## src/rtl/iterative_shift_unit_pkg.sv

```systemverilog
// Shared encodings for the iterative shifter.
// Op and FSM state enums used by the unit and its bench.
package iterative_shift_unit_pkg;

  typedef enum logic [1:0] {
    OP_SLL = 2'b00,
    OP_SRL = 2'b01,
    OP_ROR = 2'b10,
    OP_SRA = 2'b11
  } op_e;

  typedef enum logic [1:0] {
    S_IDLE  = 2'd0,
    S_SHIFT = 2'd1,
    S_DONE  = 2'd2
  } state_e;

endpackage

```

## src/rtl/iterative_shift_unit_if.sv

```systemverilog
// Request/response handshake bundle for the iterative shifter.
// The master issues operations, the slave returns results.
interface iterative_shift_unit_if
  import iterative_shift_unit_pkg::*;
#(
  parameter int N = 32
) ();

  localparam int SHAMT_W = $clog2(N);

  logic               in_valid;
  logic               in_ready;
  logic [N-1:0]       a;
  logic [SHAMT_W-1:0] shamt;
  op_e                op;
  logic               out_valid;
  logic               out_ready;
  logic [N-1:0]       result;

  modport master (
    output in_valid,
    output a,
    output shamt,
    output op,
    output out_ready,
    input  in_ready,
    input  out_valid,
    input  result
  );

  modport slave (
    input  in_valid,
    input  a,
    input  shamt,
    input  op,
    input  out_ready,
    output in_ready,
    output out_valid,
    output result
  );

endinterface

```

## src/rtl/iterative_shift_unit_step.sv

```systemverilog
// One combinational shift step of 0..STEP bits.
// SRA fills with d[N-1], ROR wraps LSB bits to the MSB.
module iterative_shift_unit_step
  import iterative_shift_unit_pkg::*;
#(
  parameter int N     = 32,
  parameter int STEP  = 4,
  parameter int AMT_W = $clog2(STEP + 1)
) (
  input  logic [N-1:0]     d,
  input  logic [AMT_W-1:0] amt,
  input  op_e              op,
  output logic [N-1:0]     q
);

  always_comb begin
    q = '0;
    unique case (1'b1)
      (op == OP_SLL): q = d << amt;
      (op == OP_SRL): q = d >> amt;
      (op == OP_SRA): q = $signed(d) >>> amt;
      (op == OP_ROR): q = (d >> amt)
                        | (d << (N - int'(amt)));
      default:        q = '0;
    endcase
  end

endmodule

```

## src/rtl/iterative_shift_unit.sv

```systemverilog
// Multi-cycle SLL/SRL/SRA/ROR unit, STEP bits per cycle.
// Single-entry occupancy with valid/ready on both sides and flush.
module iterative_shift_unit
  import iterative_shift_unit_pkg::*;
#(
  parameter int N    = 32,
  parameter int STEP = 4
) (
  input  logic clk,
  input  logic rst_n,
  input  logic flush,
  iterative_shift_unit_if.slave bus,
  output logic busy
);

  localparam int SHAMT_W = $clog2(N);
  localparam int AMT_W   = $clog2(STEP + 1);
  localparam logic [31:0] STEP32 = 32'(STEP);

  state_e             state;
  state_e             state_n;
  logic [N-1:0]       res_q;
  op_e                op_q;
  logic [SHAMT_W-1:0] rem_q;
  logic [SHAMT_W-1:0] rem_n;
  logic [AMT_W-1:0]   s;
  logic [31:0]        rem32;
  logic [N-1:0]       step_q;
  logic               accept;

  assign accept = bus.in_valid
                & (state == S_IDLE)
                & ~flush;

  // s = min(STEP, remaining), done at 32 bits so STEP==N fits
  always_comb begin
    rem32 = 32'(rem_q);
    if (rem32 >= STEP32)
      s = STEP32[AMT_W-1:0];
    else
      s = rem32[AMT_W-1:0];
    rem_n = SHAMT_W'(rem32 - 32'(s));
  end

  iterative_shift_unit_step #(
    .N    (N),
    .STEP (STEP),
    .AMT_W(AMT_W)
  ) u_step (
    .d  (res_q),
    .amt(s),
    .op (op_q),
    .q  (step_q)
  );

  always_ff @(posedge clk or negedge rst_n) begin
    if (!rst_n)
      state <= S_IDLE;
    else
      state <= state_n;
  end

  always_comb begin
    state_n = state;
    unique case (state)
      S_IDLE: begin
        if (bus.in_valid)
          state_n = (bus.shamt == '0)
                  ? S_DONE : S_SHIFT;
      end
      S_SHIFT: begin
        if (rem_n == '0)
          state_n = S_DONE;
      end
      S_DONE: begin
        if (bus.out_ready)
          state_n = S_IDLE;
      end
      default: state_n = S_IDLE;
    endcase
    if (flush)
      state_n = S_IDLE;
  end

  always_comb begin
    bus.in_ready  = (state == S_IDLE);
    bus.out_valid = (state == S_DONE);
    busy          = (state != S_IDLE);
  end

  // flush leaves result as-is; only state is aborted
  always_ff @(posedge clk or negedge rst_n) begin
    if (!rst_n) begin
      res_q <= '0;
      op_q  <= OP_SLL;
      rem_q <= '0;
    end else if (accept) begin
      res_q <= bus.a;
      op_q  <= bus.op;
      rem_q <= bus.shamt;
    end else if (state == S_SHIFT && !flush) begin
      res_q <= step_q;
      rem_q <= rem_n;
    end
  end

  assign bus.result = res_q;

endmodule

```

## src/flat_wrapper.sv

```systemverilog
// flat-port wrapper written by rule: the top's interface ports become plain ports
module iterative_shift_unit_flat import iterative_shift_unit_pkg::*;
#(
  parameter int N    = 32,
  parameter int STEP = 4
)
  (clk, rst_n, flush, busy, bus_in_valid, bus_a, bus_shamt, bus_op, bus_out_ready, bus_in_ready, bus_out_valid, bus_result);
  iterative_shift_unit_if #(.N(N)) bus_i ();
  input  logic clk;
  input  logic rst_n;
  input  logic flush;
  output logic busy;
  input wire logic [$bits(bus_i.in_valid)-1:0] bus_in_valid;
  input wire logic [$bits(bus_i.a)-1:0] bus_a;
  input wire logic [$bits(bus_i.shamt)-1:0] bus_shamt;
  input wire logic [$bits(bus_i.op)-1:0] bus_op;
  input wire logic [$bits(bus_i.out_ready)-1:0] bus_out_ready;
  output wire logic [$bits(bus_i.in_ready)-1:0] bus_in_ready;
  output wire logic [$bits(bus_i.out_valid)-1:0] bus_out_valid;
  output wire logic [$bits(bus_i.result)-1:0] bus_result;
  assign bus_i.in_valid = bus_in_valid;
  assign bus_i.a = bus_a;
  assign bus_i.shamt = bus_shamt;
  assign bus_i.op = bus_op;
  assign bus_i.out_ready = bus_out_ready;
  assign bus_in_ready = bus_i.in_ready;
  assign bus_out_valid = bus_i.out_valid;
  assign bus_result = bus_i.result;
  iterative_shift_unit #(.N(N), .STEP(STEP)) u_core (.clk(clk), .rst_n(rst_n), .flush(flush), .bus(bus_i), .busy(busy));
endmodule
```

## config.mk

```make
export PLATFORM = sky130hd
export DESIGN_NAME = iterative_shift_unit_flat
export DESIGN_NICKNAME = d
export VERILOG_FILES = /design/src/rtl/iterative_shift_unit_pkg.sv /design/src/rtl/iterative_shift_unit_if.sv /design/src/rtl/iterative_shift_unit_step.sv /design/src/rtl/iterative_shift_unit.sv /design/src/flat_wrapper.sv
export SDC_FILE = /design/constraint.sdc
export NUM_CORES = 1
export LEC_CHECK = 0
export ABC_CLOCK_PERIOD_IN_PS = 3850
export BUFFER_PORTS_ARGS = -buffer_cell sky130_fd_sc_hd__buf_4
export CAP_MARGIN = 40
export CORE_MARGIN = 4
export CORE_UTILIZATION = 25
export CTS_BUF_LIST = sky130_fd_sc_hd__clkbuf_8
export DETAILED_ROUTE_END_ITERATION = 10
export PLACE_DENSITY = 0.39
export SLEW_MARGIN = 10
export SYNTH_ARGS = -nofsm -noshare
export SYNTH_HDL_FRONTEND = slang
export SYNTH_SLANG_ARGS = --single-unit
```

## constraint.sdc

```tcl
create_clock -name clk -period 3.85 [get_ports clk]
set_input_delay 0.5775 -clock clk [delete_from_list [all_inputs] [get_ports clk]]
set_output_delay 0.5775 -clock clk [all_outputs]
set_load 0.05 [all_outputs]
```

==> run summary, run 1 <==
The flow ran to the end, and the final reports show no timing, DRC or antenna violations. The share of synthesized area in the top cell type comes to 18.90%. The final hold violation count is 0.

The worst register-to-register path begins at u_core.rem_q[3]. In this run the tightest slew margin relative to its limit is 47.46%. The buffers inserted during post-CTS setup optimization came out at 0. At the end of the flow, the number of nets in the layout was 779.

The power density normalized to cell area is 1172 nW/um2. The number of failing setup endpoints in the final timing report is 0. The min-delay analysis places its worst path in the category primary input to async pin.

The cell area reported after detailed placement came out at 6143 um2. The total overflow left after global routing is 0. The final route contains 6,129 vias. The sequential share of the synthesized area is 18.90%. The worst-case register-to-register setup slack is 480 ps.

The maximum number of pins on one net before global-route repair came out at 83. The capturing instance or port of the critical path is u_core.bus.result[15]. The top cell types in the final layout, fill and taps aside, are 123 x nand2_1, 100 x buf_4, 61 x a21oi_1. The flip-flop and latch count after synthesis came out at 41.

For this run, the detailed router's first-pass iteration total came to 5. The number of CTS-inserted buffers is 5. The clock passes through at most 2 buffers. The Yosys step of the flow raised 0 warnings. The library cell used most frequently in the layout, excluding fill and tap cells, is nand2_1.

The count of input and output buffers is 78. Tracing the worst setup path back leads to its startpoint at u_core.rem_q[3]. Across the VDD grid, the largest voltage drop is 335.0 uV. CTS built an H-tree with a depth of 2. The DRC marker count from the first detailed-route iteration is 723. The routed design could run at a clock period as short as 3366 ps.

The worst setup path is captured at a flop. The height of the die came out at 155.4 um. STA puts the critical path data arrival time at 3570 ps. In this run the critical register-to-register path is captured at u_core.bus.result[15]. The number of antenna violations at the first check in global routing was 0.

The clock network latency to the later pin of the worst-skew pair is 340 ps. In the routed layout, each cell is associated on average with a via count of 6.080. The CTS sink count came out at 41. The synthesized netlist contains 73 unique library cells. The remaining design rule violation count came out at 0.

Across the routed clock network, the largest skew measured is 16.66 ps. 0 antenna diodes ended up in the layout. The number of flops mapped to enable cells by yosys is 0.

Among all flip-flop cells after synthesis, the most frequent one is dfrtp_1. The instance count of the mapped netlist came out at 718. Relative to the synthesized area, the layout overhead comes to 15.28%.

The fraction of registers with async set/reset is 100.0%. The global-route wire length before repair came out at 39.77 mm. For this run, the total global-route usage over all layers was measured as 21.47%. The per-instance average area after synthesis is 7.561 um2. The CTS root buffer is clkbuf_8. The max-capacitance violation count is 0. Clock-pin slew was measured on the worst setup and hold paths at 110 ps. The via count of the first global-routing pass is 5,773. The net count after synthesis is 765. The CTS tree is built. Once the floorplan was initialized, standard cells occupied 25.58% of the core. Static timing analysis puts the maximum clock frequency at 297.1 MHz. The summed instance area of the synthesized netlist is 5429 um2.

The wire length per cell came out at 26.54 um. Pin placement for this block handled 79 I/O pins. The transition time at the pin with the least slew margin came out at 788.1 ps.

The design area came out at 6259 um2. The area inside the core boundary came out at 21,220 um2. The depth of the worst register-to-register path is 7. The placement row count came out at 53.

The area of the die is 24,140 um2. Setup repair after global routing left no endpoint under its margin. The routability-driven placement congestion ratio is 0.8989.

The x dimension of the die is 155.4 um. The HPWL after detailed placement came out at 18.47 mm. The worst setup path is launched from a flop. The count of nets left with antenna violations once routing finished came out at 0. The post-route netlist has 21.42% of its cells at a drive strength greater than 1. In the post-synthesis netlist, the biggest area contributors are dfrtp_1 19%, mux2i_1 8.8%, mux4_2 8.7%.

By startpoint and endpoint, the worst setup path is classified as flop to flop. The number of hold buffers added after CTS came out at 0. The final max-slew violation count is 0. For this block, the routed nets add up to 26.75 mm of wire. Once the clock tree was built, the resizer swapped 0 gates to a different size. The required time of the critical path came out at 4050 ps. The analysis attributes to cell leakage a power of 2.436 nW. The share of the cycle needed by the critical path after routing came out at 87.44%. dfrtp_1 takes more of the synthesized area than any other cell. The summed negative setup slack over all endpoints came out at 0 ps. Of all nets on the critical path, the largest fanout is 9.
## critical path, cell delays in order, from the launching register on
cell and delay, ps:
dfrtp_1 510, or4b_2 850, ha_1 570, mux4_1 420, and2_1 190, a31oi_1 270
o21a_1 250, a21oi_1 150
## cell families after synthesis
logic type      Yosys count  synth area share [%]
mux                      78                 19.98
flops                    41                 18.90
simple gates            247                 21.25
fa+ha+maj                 3                0.6915
buf+inv                 110                 9.150
compound gates          234                 28.97
other cells               1               0.06907
xor+xnor                  4                0.9912
## routing by layer
| metal | vias to the layer above | wire length [um] | global-route usage, % |
|---|---|---|---|
| met4 | 0 | 252 | 3.543 |
| met3 | 18 | 2044 | 3.644 |
| li1 | 2731 | - | - |
| met1 | 3065 | 12380 | 32.51 |
| met5 | - | 0 | 0 |
| met2 | 315 | 12070 | 32.35 |
## worst min path at each step
stage / startpoint / to / cells after the start
2_1_floorplan: rst_n / u_core.bus.result[0] / 0
3_3_place_gp: rst_n / u_core.state[1] / 1
3_5_place_dp: rst_n / u_core.state[1] / 1
4_1_cts: rst_n / u_core.state[1] / 1
5_1_grt: rst_n / u_core.state[1] / 1
6_report: rst_n / u_core.state[1] / 1
## state kept, by name, summed over array words and instances, names as in the netlist
signal             cells
u_core.op_q            2
u_core.state           2
u_core.rem_q           5
u_core.bus.result     32
## power by group
| part | switching [mW] | internal (mW) | leakage [nW] |
|---|---|---|---|
| Combinational | 3.49 | 2.07 | 1.89 |
| Sequential | 0.739 | 0.622 | 0.488 |
| Clock | 0.219 | 0.195 | 0.0543 |
## cells in the mapped netlist, types with 11 or more instances
| cell type | number |
|---|---|
| clkbuf_1 | 57 |
| nand3_1 | 35 |
| a311oi_1 | 21 |
| mux4_2 | 21 |
| a22oi_1 | 11 |
| o21ai_0 | 32 |
| o22ai_1 | 14 |
| dfrtp_1 | 41 |
| nor2_1 | 33 |
| a211oi_1 | 13 |
| nand2_1 | 123 |
| a21oi_1 | 61 |
| inv_1 | 11 |
| buf_2 | 22 |
| a31oi_1 | 22 |
| mux2i_1 | 48 |
## cell type report
cell class	instances	area, um2
fillers	2333	14960
inverters	15	61.31
multi-input cells	567	3920
repair buffers	102	790.8
clock buffers	5	68.82
clock inverters	3	46.29
well taps	275	344.1
flip-flops and latches	41	1027
## through the flow
| stage | util, % | power (mW) | setup WS (ps) | cells | hold slack (ps) |
|---|---|---|---|---|---|
| finish | 29.49 | 7.337 | 483.6 | 1008 | 253.8 |
| global route | 29.49 | 7.778 | 371.3 | 1008 | 299.8 |
| CTS | 29.49 | 7.280 | 519.8 | 1008 | 276.9 |
| detailed placement | 28.95 | 6.834 | 548.3 | 1000 | 664.3 |
| global placement | 28.95 | 6.822 | 556.3 | 1000 | 651.8 |
| floorplan | - | 5.079 | 513.9 | 718 | 281.9 |
Note: power is estimated with default switching activity, not from simulation.
==> inputs of run 2 (changes only) <==
ABC_CLOCK_PERIOD_IN_PS = 2700   (was 3850)
PLACE_DENSITY = 0.41   (was 0.39)
clock period = 2.7 ns   (was 3.85 ns; I/O delays follow)
==> run 2 against run 1 <==
Effect of this change: combinational power is 68% higher; critical path depth is 2 higher; critical endpoint is now u_core.bus.result[19]; register-to-register slack worse by 400 ps; largest power group unchanged.
==> run summary, run 2 (synthesized netlist as in run 1, its figures left out) <==
The run finished with clean final reports. After detailed placement, the design holds a cell count of 1,063. The sequential cell area is 1027 um2. The H-tree depth is 2.

The CTS sink count is 41. The detail route stage leaves a number of antenna-violating nets equal to 0. The category of the critical setup timing path is flop to flop. The endpoint kind of the worst setup timing path is a flop.

The final max-slew violation count came to 0. The number of optimization iterations in the first detailed-route pass came out at 5. The startpoint kind of the worst setup timing path is a flop. The DRC marker count from the first detailed-route iteration came out at 745. The clock transition at the register clock pins on the worst setup and hold paths after CTS is 110 ps.

The worst slew slack as a fraction of its limit is 56.01%. The summed negative setup slack over all endpoints came out at 0 ps. In this run the critical register-to-register path is launched from u_core.rem_q[3].

The x dimension of the die came out at 155.4 um. The final hold violation count was 0. The CTS root buffer is clkbuf_8.

The area added between synthesis and finish is 28.69%. The via count of the first global-routing pass came out at 6,234. The power density normalized to cell area is 1668 nW/um2.

In this run the critical register-to-register path is captured at u_core.bus.result[19]. The largest fanout on the critical path is 17. The effective utilization at floorplan is 25.58%. The worst-case register-to-register setup slack is 80 ps. At the later pin of the worst-skew pair, clock insertion delay measures 340 ps.

The via count came out at 6,434. The global-route usage over all layers is 21.14%. The fraction of layout instances using a drive strength above 1 is 29.46%.

The routability-driven placement congestion ratio came out at 0.9275. The total wire length after detailed routing is 26.43 mm. TritonCTS built the clock tree. The number of buffers on the longest clock path is 2. The number of cells in the finished layout apart from fillers came out at 1,076. The depth of the worst register-to-register path is 9. Max-cap violations in this run came to 0. The fill cell total of the finished layout is 2,295. At the end of the flow, the number of nets in the layout was 847.

In the routed layout, each cell is associated on average with a via count of 5.980. The area used by multi-input combinational logic came out at 4005 um2. The remaining design rule violation count came out at 0. The maximum number of pins on one net before global-route repair is 62. The required time of the critical path is 2950 ps.

For this design the static power due to leakage is 2.833 nW. The height of the die is 155.4 um. In this run, post-CTS hold repair placed 0 buffers. The wire length per cell came out at 24.56 um.

The highest ir drop seen on vdd is 627.3 uV. The HPWL after detailed placement came out at 19.10 mm. The slowest cell on the critical path is or3_2. The critical path's largest stage delay came out at 540 ps. The number of failing setup endpoints in the final timing report is 0.

The count of input and output buffers came out at 78. After layout, the worst path uses 97.03% of the clock period. The library cell used most frequently in the layout, excluding fill and tap cells, is buf_4.

The worst hold path belongs to the class primary input to async pin. Leaving out fill and tap cells, the most frequent cells in the layout are 154 x buf_4, 123 x nand2_1, 59 x a21oi_1. The I/O pin total came out at 79. The area inside the core boundary came out at 21,220 um2.

The number of antenna violations at the first check in global routing is 0. 0 antenna diodes ended up in the layout. The global-route wire length before repair came out at 39.74 mm. The transition time at the pin with the least slew margin came out at 659.9 ps. The critical path buffer and inverter count came out at 3. The number of CTS-inserted buffers came out at 5. Based on the critical path, the design can be clocked at up to 381.7 MHz.

Traced cell by cell, the critical path runs through buf_4 > or3_2 > clkinv_4 > buf_4 > nand3_1 > nand3_1 > a21oi_1 > o31a_1 > a311oi_1. Data on the critical path arrives at its endpoint at 2870 ps. The global route total overflow came out at 0.

The clock period could shrink to 2620 ps. The maximum clock skew at final layout is 16.56 ps. The gate family responsible for the most delay along the worst path is simple AND/OR/NAND/NOR gates. After floorplanning, the core was divided into 53 placement rows.

On the final layout, the worst hold slack is 95.55 ps. The final core utilization came out at 32.92%. The area of the die is 24,140 um2. The number of flip-flops under the largest register name is 32.
==> run 2: final cells by class <==
class / count / share of cell area [%]
Clock inverter: 2 / 0.5372
Multi-Input combinational cell: 567 / 57.32
Clock buffer: 6 / 1.182
Sequential cell: 41 / 14.70
Timing Repair Buffer: 170 / 20.38
Tap cell: 275 / 4.925
Inverter: 15 / 0.9491
==> run 2: repair_timing <==
action,in CTS,in global routing
buffers inserted,0,4
gates cloned,0,1
pin swaps,0,4
setup endpoints to repair,8,11
gates resized for setup,8,12
==> run 2: per-stage QoR <==
stage / setup WS [ps] / instance area (um2) / total power [mW]
2_1_floorplan: -80.94 / 5542 / 7.446
6_report: 80.12 / 6987 / 11.66
3_3_place_gp: -108.4 / 6710 / 10.58
3_5_place_dp: -127.4 / 6721 / 10.63
5_1_grt: -11.79 / 6987 / 12.35
4_1_cts: 55.69 / 6880 / 11.35
==> run 2: per-layer routing <==
metal | global-route usage [%] | up-vias | share of wire, %
met5 | 0 | - | 0
met4 | 4.168 | 0 | 1.7
met1 | 30.63 | 3186 | 45
li1 | - | 2875 | -
met3 | 3.394 | 45 | 7.5
met2 | 33.34 | 328 | 46
==> run 2: power by group <==
group	switching, mW	internal, mW	total [mW]
sequential	0.809	0.891	1.70
combinational	5.40	3.95	9.35
clock	0.300	0.302	0.602
total	6.51	5.14	11.7
==> run 2: how the worst max path moves through the flow <==
stage | start | to | slack (ps) | depth (start not counted)
global placement | u_core.rem_q[3] | u_core.bus.result[28] | -110 | 7
CTS | u_core.rem_q[2] | u_core.bus.result[24] | 60 | 9
finish | u_core.rem_q[3] | u_core.bus.result[19] | 80 | 9
detailed placement | u_core.rem_q[3] | u_core.bus.result[28] | -130 | 7
floorplan | u_core.rem_q[2] | u_core.bus.result[30] | -80 | 13
global route | u_core.rem_q[3] | u_core.bus.result[19] | -10 | 9
==> inputs of run 3 (changes only) <==
CORE_UTILIZATION = 45   (was 25)
PLACE_DENSITY = 0.66   (was 0.41)
SLEW_MARGIN = default   (was 10)
==> run 3 against run 2 <==
Effect of this change: cell count is 13% lower; critical path depth unchanged; non-clock buffer count is 11 lower; cell area shrank 4.9%; register-to-register slack lost 60 ps; first-iteration DRC count increased by 21%; routed wire length is 11% lower; fmax shrank 2.2%; setup slack got worse by 58 ps; largest cell class unchanged; highest routed layer unchanged.
==> run summary, run 3 (synthesized netlist as in run 1, its figures left out) <==
The DRC marker count from the first detailed-route iteration came out at 901. The congestion estimate from routability-driven global placement came to 1.040. The via count of the first global-routing pass is 6,238.

The area of the die is 13,890 um2. The placement row count is 39. In this run the critical register-to-register path is captured at u_core.bus.result[30]. The wire length per cell is 25.28 um.

For this configuration, the core starts out at a cell density of 46.75%. The I/O pin total came out at 79. The count of input and output buffers came out at 78. The x dimension of the die came out at 117.8 um.

The transition time at the pin with the least slew margin came out at 865.1 ps. The via count came out at 6,546. The number of flip-flops under the largest register name came out at 32. CTS placed an instance of clkbuf_8 at the clock tree root. The design area came out at 6643 um2. The global-route usage over all layers is 33.26%. The maximum clock skew at final layout is 10.62 ps.

After detailed placement, the total cell area comes to 6411 um2. Before antenna repair, the detailed router went through 5 iterations. The top cell types in the final layout, fill and taps aside, are 146 x buf_4, 123 x nand2_1, 61 x a21oi_1. The number of failing setup endpoints in the final timing report came out at 0.

The final hold violation count is 0. The fill cell total of the finished layout is 1,132. The die is 117.8 um tall. The number of CTS-inserted buffers came out at 5. The final layout contains routed wiring with a total length of 23.59 mm.

Setup repair after global routing could not meet its margin everywhere. Across all register-to-register paths, the minimum setup slack is 20 ps. The maximum number of pins on one net before global-route repair is 62.

The area used by multi-input combinational logic is 3983 um2. At the later pin of the worst-skew pair, clock insertion delay measures 340 ps. The post-route antenna net violation count came out at 0. Of the cells placed in the final design, the portion with a size suffix greater than 1 is 27.97%. The most common library cell in the layout ignoring fill and taps is buf_4. The worst pin sits at a relative slew slack of 42.26%. The repair_antennas step left the layout with diodes totalling 0. The worst setup path is launched from a flop. The time the final worst path needs with I/O delays and setup is 2678 ps. The max-capacitance violation count is 0. The number of antenna violations at the first check in global routing is 0.

The number of buffers on the longest clock path is 2. The clock transition at the register clock pins on the worst setup and hold paths after CTS is 100 ps. The global-route wire length before repair is 36.69 mm.

For this design, the slowest cell found on the critical path is mux4_2. The final max-slew violation count came to 0. Traced cell by cell, the critical path runs through buf_4 > or4b_4 > ha_4 > buf_6 > xnor2_4 > mux4_2 > mux2i_1 > a21oi_1 > a31oi_1. Using the TritonRoute via totals, the vias-per-cell ratio works out to 7.016.

The area inside the core boundary is 11,610 um2. The category of the critical setup timing path is flop to flop. Detailed placement finished with a half-perimeter wire length of 16.44 mm. The largest fanout on the critical path came out at 5.

Timing would allow up to 373.4 MHz. The critical path's largest stage delay is 590 ps. The global route total overflow came out at 0. The run finished with clean final reports. The critical path arrival came out at 2940 ps. The post-layout net count came out at 836. The depth of the worst register-to-register path came out at 9. Summing all flip-flop and latch instances after layout gives 1027 um2. The area added between synthesis and finish is 22.36%. The CTS sink count came out at 41. The endpoint kind of the worst setup timing path is a flop.

The tightest min-delay check is of the primary input to async pin type. CTS built an H-tree with a depth of 2. Of the available clock period, the critical path in the final layout requires 99.19%.

For this run, design rule violations remaining after detail routing come to 0. The reg-to-reg critical path startpoint is u_core.rem_q[2]. The summed negative setup slack over all endpoints is 0 ps. STA puts the critical path data required time at 2960 ps. TritonCTS built the clock tree.
==> run 3: cell types whose count changed in the layout (fill, tap and decap cells not counted), moves of 3 or more <==
cell / delta
buf_12: -3
buf_4: -8
mux2i_1: -5
mux2i_2: +3
==> run 3: layer usage <==
metal	wire [um]	global-route usage, %	vias to the layer above
met2	10460	50.09	509
met1	9447	46.41	3146
met5	0	0	-
met4	594	9.890	0
met3	3088	9.419	47
li1	-	-	2844
==> run 3: repair_timing <==
item / CTS / global route
buffers inserted: 0 / 7
gates cloned: 0 / 0
endpoints found under the setup margin: 8 / 13
hold buffers: 0 / 0
resized for setup: 6 / 12
pin swaps: 1 / 8
==> run 3: worst max path at each step <==
stage               startpoint  slack [ps]               endpoint  cells after the start
3_5_place_dp   u_core.rem_q[3]         -40  u_core.bus.result[24]                     10
2_1_floorplan  u_core.rem_q[2]         -80  u_core.bus.result[30]                     13
3_3_place_gp   u_core.rem_q[3]           7  u_core.bus.result[20]                      7
4_1_cts        u_core.rem_q[4]           2  u_core.bus.result[26]                      9
6_report       u_core.rem_q[2]          20  u_core.bus.result[30]                      9
5_1_grt        u_core.rem_q[2]         -70  u_core.bus.result[30]                      9
==> run 3: cell type report <==
cell class	instances	share of cell area [%]
clock inverters	1	0.07534
multi-input cells	567	59.95
well taps	143	2.694
inverters	15	0.9983
clock buffers	7	1.450
repair buffers	159	19.36
flip-flops and latches	41	15.46
==> run 3: worst max-delay path: cells and delay by family, from the launching register on <==
| kind | cells | cell delay [ps] |
|---|---|---|
| multiplexers | 2 | 750 |
| AO/OA/AOI/OAI | 2 | 220 |
| adder cells (fa/ha/maj) | 1 | 190 |
| XOR/XNOR | 1 | 260 |
| buffers and inverters | 2 | 260 |
| flip-flops | 1 | 400 |
| AND/OR/NAND/NOR | 1 | 510 |
==> run 3: through the flow <==
step                cells  utilization [%]  setup WS, ps  hold WS (ps)
finish                933            57.20         21.97         79.28
CTS                   926            56.26         2.246         92.24
global route          933            57.20        -72.40         116.6
detailed placement    918            55.20        -36.12         460.5
global placement      918            55.20         7.265         459.3
floorplan             718                -        -80.94         109.4
Power of run 3 is not shown: default switching activity piles up to over one toggle a cycle in this logic, so the estimate is an artifact.
